**src/rtl/reg_file.sv**
```systemverilog
// rtl/reg_file.sv - architectural register file with per-register rename busy/tag tracking
module reg_file #(
  parameter int XLEN    = 32,
  parameter int REG_NUM = 32,
  parameter int ROB_W   = 4,
  localparam int IDX_W  = $clog2(REG_NUM)
) (
  input  logic             clk,
  input  logic             rst,
  input  logic             rdy,
  input  logic             clear,
  input  logic             issue_en,
  input  logic [IDX_W-1:0] issue_rd,
  input  logic [ROB_W-1:0] issue_rob_id,
  input  logic [IDX_W-1:0] rs1_id,
  input  logic [IDX_W-1:0] rs2_id,
  output logic [XLEN-1:0]  rs1_val,
  output logic             rs1_busy,
  output logic [ROB_W-1:0] rs1_tag,
  output logic [XLEN-1:0]  rs2_val,
  output logic             rs2_busy,
  output logic [ROB_W-1:0] rs2_tag,
  input  logic             commit_en,
  input  logic [ROB_W-1:0] commit_rob_id,
  input  logic [IDX_W-1:0] commit_rd,
  input  logic [XLEN-1:0]  commit_val
);

  logic [XLEN-1:0]    val_q [REG_NUM];
  logic [ROB_W-1:0]   tag_q [REG_NUM];
  logic [REG_NUM-1:0] busy_q;

  logic commit_wr;
  logic commit_owns;
  logic issue_wr;

  assign commit_wr   = commit_en && (commit_rd != '0);
  assign commit_owns = busy_q[commit_rd] && (tag_q[commit_rd] == commit_rob_id);
  assign issue_wr    = issue_en && (issue_rd != '0) && !clear;

  // Issue is applied after commit so a same-cycle rename to the same rd wins busy/tag.
  always_ff @(posedge clk) begin
    if (rst) begin
      for (int i = 0; i < REG_NUM; i++) begin
        val_q[i] <= '0;
        tag_q[i] <= '0;
      end
      busy_q <= '0;
    end else if (rdy) begin
      if (clear)
        busy_q <= '0;
      if (commit_wr) begin
        val_q[commit_rd] <= commit_val;
        if (commit_owns)
          busy_q[commit_rd] <= 1'b0;
      end
      if (issue_wr) begin
        busy_q[issue_rd] <= 1'b1;
        tag_q[issue_rd]  <= issue_rob_id;
      end
    end
  end

  // Reads see pre-rename state, with the committing value forwarded to its owner.
  always_comb begin
    rs1_val  = val_q[rs1_id];
    rs1_busy = busy_q[rs1_id];
    rs1_tag  = tag_q[rs1_id];
    if (rs1_id == '0) begin
      rs1_val  = '0;
      rs1_busy = 1'b0;
      rs1_tag  = '0;
    end else if (commit_en && (commit_rd == rs1_id) && busy_q[rs1_id] &&
                 (tag_q[rs1_id] == commit_rob_id)) begin
      rs1_val  = commit_val;
      rs1_busy = 1'b0;
    end
  end

  always_comb begin
    rs2_val  = val_q[rs2_id];
    rs2_busy = busy_q[rs2_id];
    rs2_tag  = tag_q[rs2_id];
    if (rs2_id == '0) begin
      rs2_val  = '0;
      rs2_busy = 1'b0;
      rs2_tag  = '0;
    end else if (commit_en && (commit_rd == rs2_id) && busy_q[rs2_id] &&
                 (tag_q[rs2_id] == commit_rob_id)) begin
      rs2_val  = commit_val;
      rs2_busy = 1'b0;
    end
  end

endmodule

```
**config.mk**
```make
export PLATFORM = sky130hd
export DESIGN_NAME = reg_file
export DESIGN_NICKNAME = d
export VERILOG_FILES = /design/src/rtl/reg_file.sv
export SDC_FILE = /design/constraint.sdc
export NUM_CORES = 2
export LEC_CHECK = 0
export ABC_AREA = 0
export CELL_PAD_IN_SITES_DETAIL_PLACEMENT = 2
export CELL_PAD_IN_SITES_GLOBAL_PLACEMENT = 2
export CORE_AREA = 2 2 374 376
export DETAILED_ROUTE_END_ITERATION = 7
export DIE_AREA = 0 0 376 378
export PLACE_DENSITY_LB_ADDON = 0.1
export SETUP_SLACK_MARGIN = 0.02
export SYNTH_ARGS = -nofsm -noshare
export SYNTH_HDL_FRONTEND = slang
export SYNTH_SLANG_ARGS = --single-unit
```
**constraint.sdc**
```tcl
create_clock -name clk -period 5.2 [get_ports clk]
set_clock_uncertainty 0.05 [all_clocks]
set_input_delay 1.04 -clock clk [delete_from_list [all_inputs] [get_ports clk]]
set_output_delay 1.04 -clock clk [all_outputs]
set_load 0.005 [all_outputs]
```
=== Yosys cells after proc, flatten, opt, wreduce, memory -nomap -nowiden ===
Memory sizes are Yosys's and may differ from the RTL's.
Index checks and enable logic that the tools add are counted.

* Bits in writable memories: 1152
* Memories kept: 2
* Input bits: 66
* Bits in read-only memories: 0
* Register bits after elaboration: 32
* Bits in latches: 0

{| class="wikitable"
|+ Memory list
! name !! words !! width !! read ports !! clocked after memory_dff !! write ports !! line !! source
|-
| val_q || 32 || 32 || 2 || 0 || 32 || 29 || <nowiki>logic [XLEN-1:0] val_q [REG_NUM];</nowiki>
|-
| tag_q || 32 || 4 || 3 || 0 || 32 || 30 || <nowiki>logic [ROB_W-1:0] tag_q [REG_NUM];</nowiki>
|}

* $lt $le $gt $ge: 6
* Divide/modulo/power cells: 0
* Add/subtract/negate cells: 0
* Shift operators: 0
* Muxes and demuxes: 44
* Eq/ne operators: 5
* Bitwise logic cells: 3
* Reductions and logical operators: 19
* Multipliers: 0

{| class="wikitable"
|+ Operators by type and width
! cell !! number
|-
| 32-bit 2-to-1 mux || 13
|-
| 32-bit bitwise AND || 1
|-
| 32-bit NOT || 1
|-
| 32-bit OR || 1
|-
| 32-bit OR reduction || 1
|-
| 5-bit by 6-bit < comparator with 1-bit output (second input constant) || 4
|-
| 1-bit 2-to-1 mux || 21
|-
| 1-bit binary-select mux with 5-bit select || 3
|-
| 4-bit == test || 3
|-
| 1-bit logical AND || 12
|-
| 4-bit 2-to-1 mux || 3
|-
| 1-bit demux with 5-bit select || 2
|-
| 5-bit == test || 2
|-
| 5-bit by 1-bit greater-or-equal comparator with 1-bit output (second input constant) || 2
|-
| 5-bit logical NOT || 2
|-
| 5-bit 2-to-1 mux || 2
|-
| 5-bit nonzero test || 2
|-
| 4-bit OR reduction || 1
|-
| 1-bit logical NOT || 1
|}

=== Depth between registers and ports, before layout ===
* Depth in word-level cells: 12
* Depth in mapped cells: 12

=== Least setup slack after synthesis ===
OpenSTA, ideal clock, no wires.

* Path kind: input to output
* Start point: input rs1_id[0]
* End point: output rs1_val[21]
* Required time: 4110 ps
* Arrival time: 3667 ps
* Path slack: 443 ps
* Cell stages on the path: 10
* Buffers on the path: 5
* Path through: buf_2 > buf_2 > buf_2 > buf_2 > buf_2 > mux4_2 > mux4_2 > mux2i_1 > o31ai_2 > o311a_1

* Cells in the longest elaborated chain, start to end: 6
* Elaborated cells on any way between the ends: 12
* Classes of those cells: eq/ne (2); mux (4); reduce/logical (4); memory (2)

{| class="wikitable"
|+ Ends and longest elaborated chain
! item !! line !! source
|-
| start: declaration || 15 || <nowiki>input logic [IDX_W-1:0] rs1_id,</nowiki>
|-
| parallel branches: the longest is 5 deep, another holds memory read 32 x 4 bit || -- ||
|-
| 32-bit 2-to-1 mux (*) || 69 || <nowiki>if (rs1_id == '0) begin</nowiki>
|-
| end: declaration || 17 || <nowiki>output logic [XLEN-1:0] rs1_val,</nowiki>
|}

Mark *: on every way between the ends. The select of a mux whose other input is x is not followed.

=== Final worst setup path ===
* Start point: input rs2_id[1]
* End point: output rs2_val[14]

* Cells in the longest elaborated chain, start to end: 6
* Elaborated cells on any way between the ends: 12
* Classes of those cells: eq/ne (2); mux (4); reduce/logical (4); memory (2)

{| class="wikitable"
|+ Ends and longest elaborated chain
! item !! line !! source
|-
| start: declaration || 16 || <nowiki>input logic [IDX_W-1:0] rs2_id,</nowiki>
|-
| parallel branches: the longest is 5 deep, another holds memory read 32 x 4 bit || -- ||
|-
| 32-bit 2-to-1 mux (*) || 84 || <nowiki>if (rs2_id == '0) begin</nowiki>
|-
| end: declaration || 20 || <nowiki>output logic [XLEN-1:0] rs2_val,</nowiki>
|}

Marks and branches as above.

==> results.ini <==
[run_status]
run_status=finished with violations
violations=setup timing

[logic_synthesis]
synthMuxAreaShare=0.273
synth_edf_count=1152
synth_area_leaders=edfxtp_1 (52%), mux4_2 (26%), and2_1 (9.5%), clkbuf_1 (2.2%), and3_1 (1.3%)
synth_compound_gate_area_share=0.0325
ys_warn_count=0
synth_top_family_by_area=multiplexers
synth-seq-area-share=0.533
synth_cell_types=48
ys.flop_type=edfxtp_1
synth-simple-area-share=0.128
synth.largest_area_cell=edfxtp_1
postSynthAreaPerCell_sq_um=15.7
syn_area_sq_um=66100
synth_top_area_frac=0.524
synth-xor-area-share=0.00252
synth_async_sr_flop_share=0
synthAdderAreaFrac=0
syn-instance-count=4196
ys_ff_latch=1184

[sta]
timing.final.max_slew_violations=0
tightest_slew_ps=1250
period_share=1.01
rsz0062_at_grt=yes
max_freq_ghz=0.190
hold_viol_final=0
fin_crit_ps=5270
max-slew-margin-rel=0.164
setup-violations-final=3
setup_tns_ps=-84.8
finalWorstSetupSlack_ps=-72.4
holdWs_ps=531

[clocking]
cts-root-buf=clkbuf_16
clk_path_buf_depth=3
cts.htree.levels=4
clkSinkCount=1184
clk_pin_slew_worst_paths_ps=60
cts_buffers=139
cts_tree=yes
clk_latency_ps=800
hold_buffers=0

[die]
die_w_um=376
die_area_sq_um=142000
die_h_um=378
initial_core_util=0.477
coreArea_sq_um=139000
row_count=137
num_io_pins=140

[worst_setup_path]
worst-path-max-fanout=12
required_ps=4110
critPathTopFamily=buffers and inverters
worstSetupStartpointType=primary input
crit_slowest_cell=mux4_2
worstSetupPathType=primary input to output pin
endpoint_kind=output pin
critPathBufInv=6
cp_num_cells=12
cpPeakStageDelay_ps=520
worstRegToRegCells=9
crit_arrival_ps=4180
path_cells=buf_12, buf_12, mux4_2, mux4_2, mux2i_1, buf_4, xnor2_4, buf_8, buf_4, o31ai_1, a21oi_2, clkdlybuf4s50_1

[place]
portBuffers=139
post-place-cells=6035
post-dp-hpwl_mm=165
gp_congestion=0.885

[routing]
route.met2.wl_mm=129
drt-met1-wl_mm=100
vias=45600
vias_per_cell=7.21
maxUsedRoutingLayer=met5
drtPass1Iterations=5
ant_nets=0
routed_wl_mm=270
wire_per_inst_um=42.7
drc=0
drt_iter0_markers=6898
wl_met3_mm=29.4

[finish]
drive_above_1_share=0.341
final_cell_mix=edfxtp_1 (1152), and2_1 (998), mux4_2 (766), buf_4 (284), clkbuf_16 (152)
syn2layout_area_growth_pct=16.9
nets=4467
final_common_cell=edfxtp_1
stdcell_count=6327
fill_cells=11800

[job]
max-cap-violations=0

[global_routing]
grt_pass1_vias=48500
antenna_found_initial=21
grt_max_degree=76
track_usage=0.380
grt_pass1_wl_mm=377
overflow=0

[worst_hold_path]
hold_path_depth=1
worstHoldPathType=flop to flop

[pwr]
ir_worst_vdd_mv=0.365
leakage_nw=27.1
p_total_mw=24.7
p_per_area_nw_per_um2=320

per-stage QoR:
| step | instance area, sq um | setup WS [ps] | utilization |
|---|---|---|---|
| 6_report | 77200 | -72.4 | 0.557 |
| 3_3_place_gp | 71800 | -553 | 0.518 |
| 2_1_floorplan | 66200 | 443 | - |
| 5_1_grt | 77200 | -118 | 0.557 |
| 3_5_place_dp | 71800 | -615 | 0.518 |
| 4_1_cts | 76700 | -8.73 | 0.554 |
per-layer routing:
layer | GRT usage | up-vias
li1 | - | 17100
met1 | 0.509 | 24700
met2 | 0.600 | 3182
met3 | 0.0877 | 635
met4 | 0.162 | 2
met5 | 0 | -
report_power, final:
part           internal [mW]  switching, mW  leakage [nW]
Clock                   5.42           4.15          2.09
Sequential              11.0          0.334          11.2
Combinational           1.80           2.07          13.8
timing repair:
action                     4_1_cts  5_1_grt
buffers inserted                14        8
cloned                           3        7
setup endpoints to repair       66       58
pin swaps                        6        9
resized for setup               82       70
worst register-to-register path: cells and delay by family (launching register included):
kind,cells,cell delay (ps)
AOI/OAI and AO/OA,2,410
and+or+nand+nor,3,530
xor gates and xnor gates,1,360
muxes,1,510
DFF,1,440
buffers and inverters,2,390
state kept, by name, indices dropped and copies added, names as in the netlist:
signal / flops
busy_q: 32
tag_q: 128
val_q: 1024
kinds of logic (layout without fill, tap and decap cells):
logic type,after synthesis,after routing
xor+xnor,19,19
compound gates,291,291
flops,1184,1184
mux,840,840
other cells,1,50
simple gates,1360,1360
buf+inv,501,776
synthesized netlist by cell type (2+ instances only):
library cell	n
or3_1	3
buf_6	5
a31oi_1	30
nor3b_1	8
xnor2_1	11
mux2i_1	69
and3_1	135
o21ai_1	2
o31ai_1	47
a21o_1	31
xor2_1	8
buf_2	79
nor2_1	43
o22ai_1	41
a22oi_1	16
nor2b_1	43
buf_1	29
mux2_2	4
a32oi_1	4
o41ai_1	13
nand3_1	9
and3b_1	5
nor3_1	5
a211oi_1	4
nand2_1	8
nand3b_1	11
buf_4	5
mux4_2	766
a21oi_1	52
nand4_1	4
edfxtp_1	1152
nand2b_1	3
or4_1	2
or3b_2	22
o31ai_2	17
nor4_1	22
and2_1	998
clkbuf_1	382
or2_2	37
dfxtp_1	32
o311a_1	32
layout make-up:
type                            instances  area, sq um  area share
Antenna cell                           14         35.0    0.000454
Clock buffer                          174         3770      0.0488
Clock inverter                         72          531     0.00687
Inverter                                1         5.00   0.0000648
Multi-Input combinational cell       2546        29600       0.384
Sequential cell                      1184        35200       0.456
Tap cell                             1807         2260      0.0293
Timing Repair Buffer                  529         5750      0.0745
path summary, 6_finish.rpt:
| kind | slack, ps | start | to |
|---|---|---|---|
| max reg2reg | 2350 | tag_q[7][2]$_SDFFCE_PN0P_ | busy_q[12]$_SDFFE_PP0P_ |
| max | -70 | rs2_id[1] | rs2_val[14] |
| min | 530 | busy_q[0]$_SDFFE_PP0P_ | busy_q[0]$_SDFFE_PP0P_ |
| min reg2reg | 530 | busy_q[0]$_SDFFE_PP0P_ | busy_q[0]$_SDFFE_PP0P_ |
Note: power is estimated with default switching activity, not from simulation.
